**config.mk**
```make
export PLATFORM = sky130hd
export DESIGN_NAME = mem_access_unit
export DESIGN_NICKNAME = d
export VERILOG_FILES = /design/src/rtl/mem_access_unit.sv
export SDC_FILE = /design/constraint.sdc
export NUM_CORES = 1
export LEC_CHECK = 0
export BUFFER_PORTS_ARGS = -buffer_cell sky130_fd_sc_hd__clkbuf_2
export CORE_MARGIN = 1
export CORE_UTILIZATION = 25
export CTS_CLUSTER_SIZE = 16
export DETAILED_ROUTE_END_ITERATION = 7
export HOLD_SLACK_MARGIN = 0.06
export PLACE_DENSITY_LB_ADDON = 0.25
export SYNTH_ARGS = -nofsm -noshare
export SYNTH_HDL_FRONTEND = slang
export SYNTH_SLANG_ARGS = --single-unit
```
**constraint.sdc**
```tcl
create_clock -name clk -period 2.1 [get_ports clk]
set_clock_uncertainty 0.2 [all_clocks]
set_input_delay 0.315 -clock clk [delete_from_list [all_inputs] [get_ports clk]]
set_output_delay 0.315 -clock clk [all_outputs]
set_load 0.01 [all_outputs]
```
**src/rtl/mem_access_unit.sv**
```systemverilog
// Memory stage: drives loads/stores onto a req/ack data bus, steers byte lanes,
// formats load data and stalls the pipeline while a transaction is outstanding.
module mem_access_unit #(
  parameter int unsigned TIMEOUT_CYCLES = 16
) (
  input  logic        clk,
  input  logic        rst_n,
  input  logic        MEM_MemRead,
  input  logic        MEM_MemWrite,
  input  logic [31:0] MEM_ALU_result,
  input  logic [31:0] MEM_write_data,
  input  logic [1:0]  MEM_size,
  input  logic        MEM_sign_ext,
  output logic        mem_req,
  output logic        mem_we,
  output logic [31:0] mem_addr,
  output logic [31:0] mem_wdata,
  output logic [3:0]  mem_be,
  input  logic        mem_ack,
  input  logic [31:0] mem_rdata,
  output logic [31:0] read_data,
  output logic        mem_stall,
  output logic        mem_misaligned,
  output logic        bus_error
);

  localparam int unsigned CntW = (TIMEOUT_CYCLES > 1) ? $clog2(TIMEOUT_CYCLES) : 1;

  typedef enum logic [1:0] {StIdle, StReq, StDone} state_e;

  state_e            state_q, state_d;
  logic              req_q, req_d;
  logic              we_q, we_d;
  logic [31:0]       addr_q, addr_d;
  logic [31:0]       wdata_q, wdata_d;
  logic [3:0]        be_q, be_d;
  logic [31:0]       rd_q, rd_d;
  logic              mis_q, mis_d;
  logic              berr_q, berr_d;
  logic [CntW-1:0]   cnt_q, cnt_d;
  // Load shape captured at request time so formatting ignores later inputs.
  logic [1:0]        ld_size_q, ld_size_d;
  logic [1:0]        ld_off_q, ld_off_d;
  logic              ld_sext_q, ld_sext_d;

  logic        access, misaligned;
  logic [3:0]  be_new;
  logic [31:0] wdata_new;
  logic [7:0]  byte_sel;
  logic [15:0] half_sel;
  logic [31:0] load_fmt;

  assign access     = MEM_MemRead | MEM_MemWrite;
  assign misaligned = ((MEM_size == 2'b01) & MEM_ALU_result[0]) |
                      (MEM_size[1] & (|MEM_ALU_result[1:0]));

  always_comb begin
    be_new    = 4'b1111;
    wdata_new = MEM_write_data;
    case (MEM_size)
      2'b00: begin
        be_new    = 4'b0001 << MEM_ALU_result[1:0];
        wdata_new = {4{MEM_write_data[7:0]}};
      end
      2'b01: begin
        be_new    = MEM_ALU_result[1] ? 4'b1100 : 4'b0011;
        wdata_new = {2{MEM_write_data[15:0]}};
      end
      default: ;
    endcase
  end

  always_comb begin
    byte_sel = mem_rdata[7:0];
    case (ld_off_q)
      2'd1:    byte_sel = mem_rdata[15:8];
      2'd2:    byte_sel = mem_rdata[23:16];
      2'd3:    byte_sel = mem_rdata[31:24];
      default: byte_sel = mem_rdata[7:0];
    endcase
    half_sel = ld_off_q[1] ? mem_rdata[31:16] : mem_rdata[15:0];
    case (ld_size_q)
      2'b00:   load_fmt = {{24{ld_sext_q & byte_sel[7]}}, byte_sel};
      2'b01:   load_fmt = {{16{ld_sext_q & half_sel[15]}}, half_sel};
      default: load_fmt = mem_rdata;
    endcase
  end

  always_comb begin
    state_d   = state_q;
    req_d     = req_q;
    we_d      = we_q;
    addr_d    = addr_q;
    wdata_d   = wdata_q;
    be_d      = be_q;
    rd_d      = rd_q;
    mis_d     = 1'b0;
    berr_d    = 1'b0;
    cnt_d     = cnt_q;
    ld_size_d = ld_size_q;
    ld_off_d  = ld_off_q;
    ld_sext_d = ld_sext_q;
    unique case (state_q)
      StIdle: begin
        if (access && misaligned) begin
          mis_d = 1'b1;
          rd_d  = '0;
        end else if (access) begin
          state_d   = StReq;
          req_d     = 1'b1;
          we_d      = MEM_MemWrite;
          addr_d    = {MEM_ALU_result[31:2], 2'b00};
          wdata_d   = wdata_new;
          be_d      = be_new;
          cnt_d     = '0;
          ld_size_d = MEM_size;
          ld_off_d  = MEM_ALU_result[1:0];
          ld_sext_d = MEM_sign_ext;
        end
      end
      StReq: begin
        // Ack wins over a timeout that expires in the same cycle.
        if (mem_ack) begin
          state_d = StDone;
          req_d   = 1'b0;
          if (!we_q) rd_d = load_fmt;
        end else if ((TIMEOUT_CYCLES != 0) && (cnt_q == CntW'(TIMEOUT_CYCLES - 1))) begin
          state_d = StDone;
          req_d   = 1'b0;
          berr_d  = 1'b1;
          rd_d    = '0;
        end else begin
          cnt_d = cnt_q + 1'b1;
        end
      end
      StDone:  state_d = StIdle;
      default: state_d = StIdle;
    endcase
  end

  always_ff @(posedge clk) begin
    if (!rst_n) begin
      state_q   <= StIdle;
      req_q     <= 1'b0;
      we_q      <= 1'b0;
      addr_q    <= '0;
      wdata_q   <= '0;
      be_q      <= '0;
      rd_q      <= '0;
      mis_q     <= 1'b0;
      berr_q    <= 1'b0;
      cnt_q     <= '0;
      ld_size_q <= '0;
      ld_off_q  <= '0;
      ld_sext_q <= 1'b0;
    end else begin
      state_q   <= state_d;
      req_q     <= req_d;
      we_q      <= we_d;
      addr_q    <= addr_d;
      wdata_q   <= wdata_d;
      be_q      <= be_d;
      rd_q      <= rd_d;
      mis_q     <= mis_d;
      berr_q    <= berr_d;
      cnt_q     <= cnt_d;
      ld_size_q <= ld_size_d;
      ld_off_q  <= ld_off_d;
      ld_sext_q <= ld_sext_d;
    end
  end

  assign mem_req        = req_q;
  assign mem_we         = we_q;
  assign mem_addr       = addr_q;
  assign mem_wdata      = wdata_q;
  assign mem_be         = be_q;
  assign read_data      = rd_q;
  assign mem_misaligned = mis_q;
  assign bus_error      = berr_q;
  assign mem_stall      = ((state_q == StIdle) & access & ~misaligned) | (state_q == StReq);

endmodule
```
==> flow_metrics.env <==
export IMPL_status="finished clean"
export IMPL_rsz0062_at_grt="false"
export IMPL_drc_errors=0
export IMPL_synthArstFlopShare=0
export IMPL_ir_drop_uv=554
export IMPL_reg2reg_from="cnt_q[0]"
export IMPL_hold_class="input pin to flip-flop"
export IMPL_grt_pass1_vias=4906
export IMPL_clock_latency_ns=0.41
export IMPL_tns_ns=0
export IMPL_rrSetupSlack_ns=0.14
export IMPL_ios=209
export IMPL_grt_pass1_wl_mm=25.1
export IMPL_avgSynthCellArea_um2=8.48
export IMPL_powerDensity_mw_per_mm2=779
export IMPL_start_util=0.255
export IMPL_fmax_mhz=502
export IMPL_hpwlAfterDp_mm=11.0
export IMPL_ff2ff_path_depth=6
export IMPL_rows=51
export IMPL_synthCells=583
export IMPL_place_congestion=0.778
export IMPL_antenna_found_initial=0
export IMPL_nNetsFinal=984
export IMPL_period_needed_ns=1.99
export IMPL_final_common_cell="clkbuf_2"
export IMPL_drt_initial_drc_count=243
export IMPL_startpoint_type="flip-flop"
export IMPL_cts_max_level=4
export IMPL_synth_seq_cells=113
export IMPL_worst_endpoint_required_ns=1.58
export IMPL_intPower_w=0.00440
export IMPL_area_growth_pct=56.3
export IMPL_worstPathArrival_ns=1.48
export IMPL_antenna_cells=0
export IMPL_hold_ws_ns=0.0831
export IMPL_gr_total_overflow=0
export IMPL_setup_viol=0
export IMPL_grt_max_degree=43
export IMPL_clockBufferDepth=2
export IMPL_p_sw_w=0.00162
export IMPL_io_buffers=206
export IMPL_ys_flop_type="dfxtp_1"
export IMPL_vias_per_cell=4.50
export IMPL_die_height_um=143
export IMPL_min_period_over_period=0.948
export IMPL_drv_slew=0
export IMPL_fin_ws_ns=0.109
export IMPL_cts_tree="built"
export IMPL_p_seq_frac=0.391
export IMPL_fin_util=0.398
export IMPL_ys_warn_count=0
export IMPL_path_class="flip-flop to output pin"
export IMPL_final_cell_mix="clkbuf_2 (205), nand2_1 (139), dfxtp_1 (111), dlygate4sd3_1 (84), a21oi_1 (67)"
export IMPL_sw_frac_of_total=0.269
export IMPL_ant_nets=0
export IMPL_crit_path_end="mem_stall"
export IMPL_first_pass_iters=6
export IMPL_p_leak_nw=3.45
export IMPL_die_area_mm2=0.0203
export IMPL_cts_sinks=113
export IMPL_yosysSeqAreaShare=0.457
export IMPL_worstSetupStartpoint="state_q[1]"
export IMPL_core_mm2=0.0194
export IMPL_numCtsBuffers=17
export IMPL_syn_area_mm2=0.00494
export IMPL_drive_gt1_frac=0.315
export IMPL_pwr_share_comb=0.177
export IMPL_wl_mm=16.4
export IMPL_dp_slack_ns=0.0574
export IMPL_ys_types=52
export IMPL_crit_fanout=5
export IMPL_wl_per_cell_um=14.2
export IMPL_dieWidth_um=143
export IMPL_vias=5203
export IMPL_maxCapViolCount=0
export IMPL_reg2reg_to="read_data[9]"
export IMPL_grtUsageTotal=0.159
export IMPL_pwr_share_clk=0.432
export IMPL_cp_end_kind="output pin"
export IMPL_root_buffer="clkbuf_16"
export IMPL_path_clk_slew_ns=0.05
export IMPL_synth_edf_count=0
export IMPL_hold_viol_final=0
[metal layers]
metal,GRT usage,vias up,part of all wire
met2,0.269,157,0.49
li1,-,2634,-
met4,0.0600,0,0.012
met1,0.188,2400,0.44
met5,0,-,0
met3,0.0483,12,0.061
[cell usage after synthesis, drive strengths merged (2+ instances only)]
cell type,n,area (um2)
o21ai,21,105
nor2b,25,156
a21o,2,15.0
buf,25,164
a311oi,9,78.8
a31oi,3,25.0
or2,2,12.5
nor3,4,20.0
dfxtp,113,2260
o22ai,7,43.8
a32o,7,70.1
clkbuf,21,78.8
a211oi,10,75.1
nand2b,7,43.8
inv,5,18.8
a31o,3,26.3
or3,3,23.8
nand2,139,522
a21oi,67,335
and3,3,18.8
a22o,7,61.3
o2bb2ai,16,140
nand3,3,15.0
mux2i,34,340
o211ai,2,15.0
nor2,29,111
[stage by stage]
stage	cells	area (um2)	total power, W
after floorplan	584	4950	0.00292
after global placement	1035	6300	0.00331
after detailed placement	1035	6300	0.00332
after CTS	1157	7720	0.00609
after global routing	1157	7730	0.00631
final	1157	7730	0.00602
[area by class of cell]
type	count	area (um2)
clock buffers	26	499
repair buffers	322	2150
fillers	2055	11700
clock inverters	6	30.0
well taps	265	332
multi-input cells	420	2430
inverters	5	18.8
flip-flops and latches	113	2260
[logic make-up after synthesis]
| logic type | synth area share |
|---|---|
| fa+ha+maj | 0.00253 |
| compound gates | 0.218 |
| other cells | 0.000758 |
| simple gates | 0.193 |
| buf+inv | 0.0529 |
| flops | 0.457 |
| mux | 0.0757 |
[worst max-delay path, cell delays in order (launching register included)]
cell and delay [ns]:
dfxtp_2 0.34, nor2_4 0.12, nand4_1 0.19, buf_12 0.19, nand2_1 0.09, buf_2 0.14
[timing repair]
action                     in CTS  in global routing
hold buffers                   84                  0
gates resized for setup         1                  4
setup endpoints to repair       1                 23
buffers inserted                6                  1
hold endpoints to repair       84                  0
pin swaps                       2                  2
[registers in the layout (all words and copies together), names as in the netlist]
| name | cells |
|---|---|
| bus_error | 1 |
| cnt_q | 4 |
| ld_off_q | 2 |
| ld_sext_q | 1 |
| ld_size_q | 2 |
| mem_addr | 30 |
| mem_be | 4 |
| mem_misaligned | 1 |
| mem_req | 1 |
| mem_wdata | 32 |
| mem_we | 1 |
| read_data | 32 |
| state_q | 2 |
[worst min path at each step]
stage | from | to | slack [ns] | depth (start not counted)
2_1_floorplan | mem_ack | bus_error | 0.19 | 1
3_3_place_gp | mem_addr[5] | mem_addr[5] | 0.24 | 2
3_5_place_dp | mem_addr[5] | mem_addr[5] | 0.25 | 2
4_1_cts | MEM_write_data[24] | mem_wdata[24] | 0.06 | 5
5_1_grt | MEM_write_data[29] | mem_wdata[29] | 0.07 | 5
6_report | MEM_write_data[24] | mem_wdata[24] | 0.08 | 5
[power groups by stage]
stage / sequential, W / clock [W] / combinational [W]
3_5_place_dp: 0.00239 / 0 / 0.000925
4_1_cts: 0.00235 / 0.00267 / 0.00107
3_3_place_gp: 0.00239 / 0 / 0.000921
5_1_grt: 0.00237 / 0.00278 / 0.00117
2_1_floorplan: 0.00244 / 0 / 0.000483
6_report: 0.00235 / 0.00260 / 0.00107
Note: power is estimated with default switching activity, not from simulation.
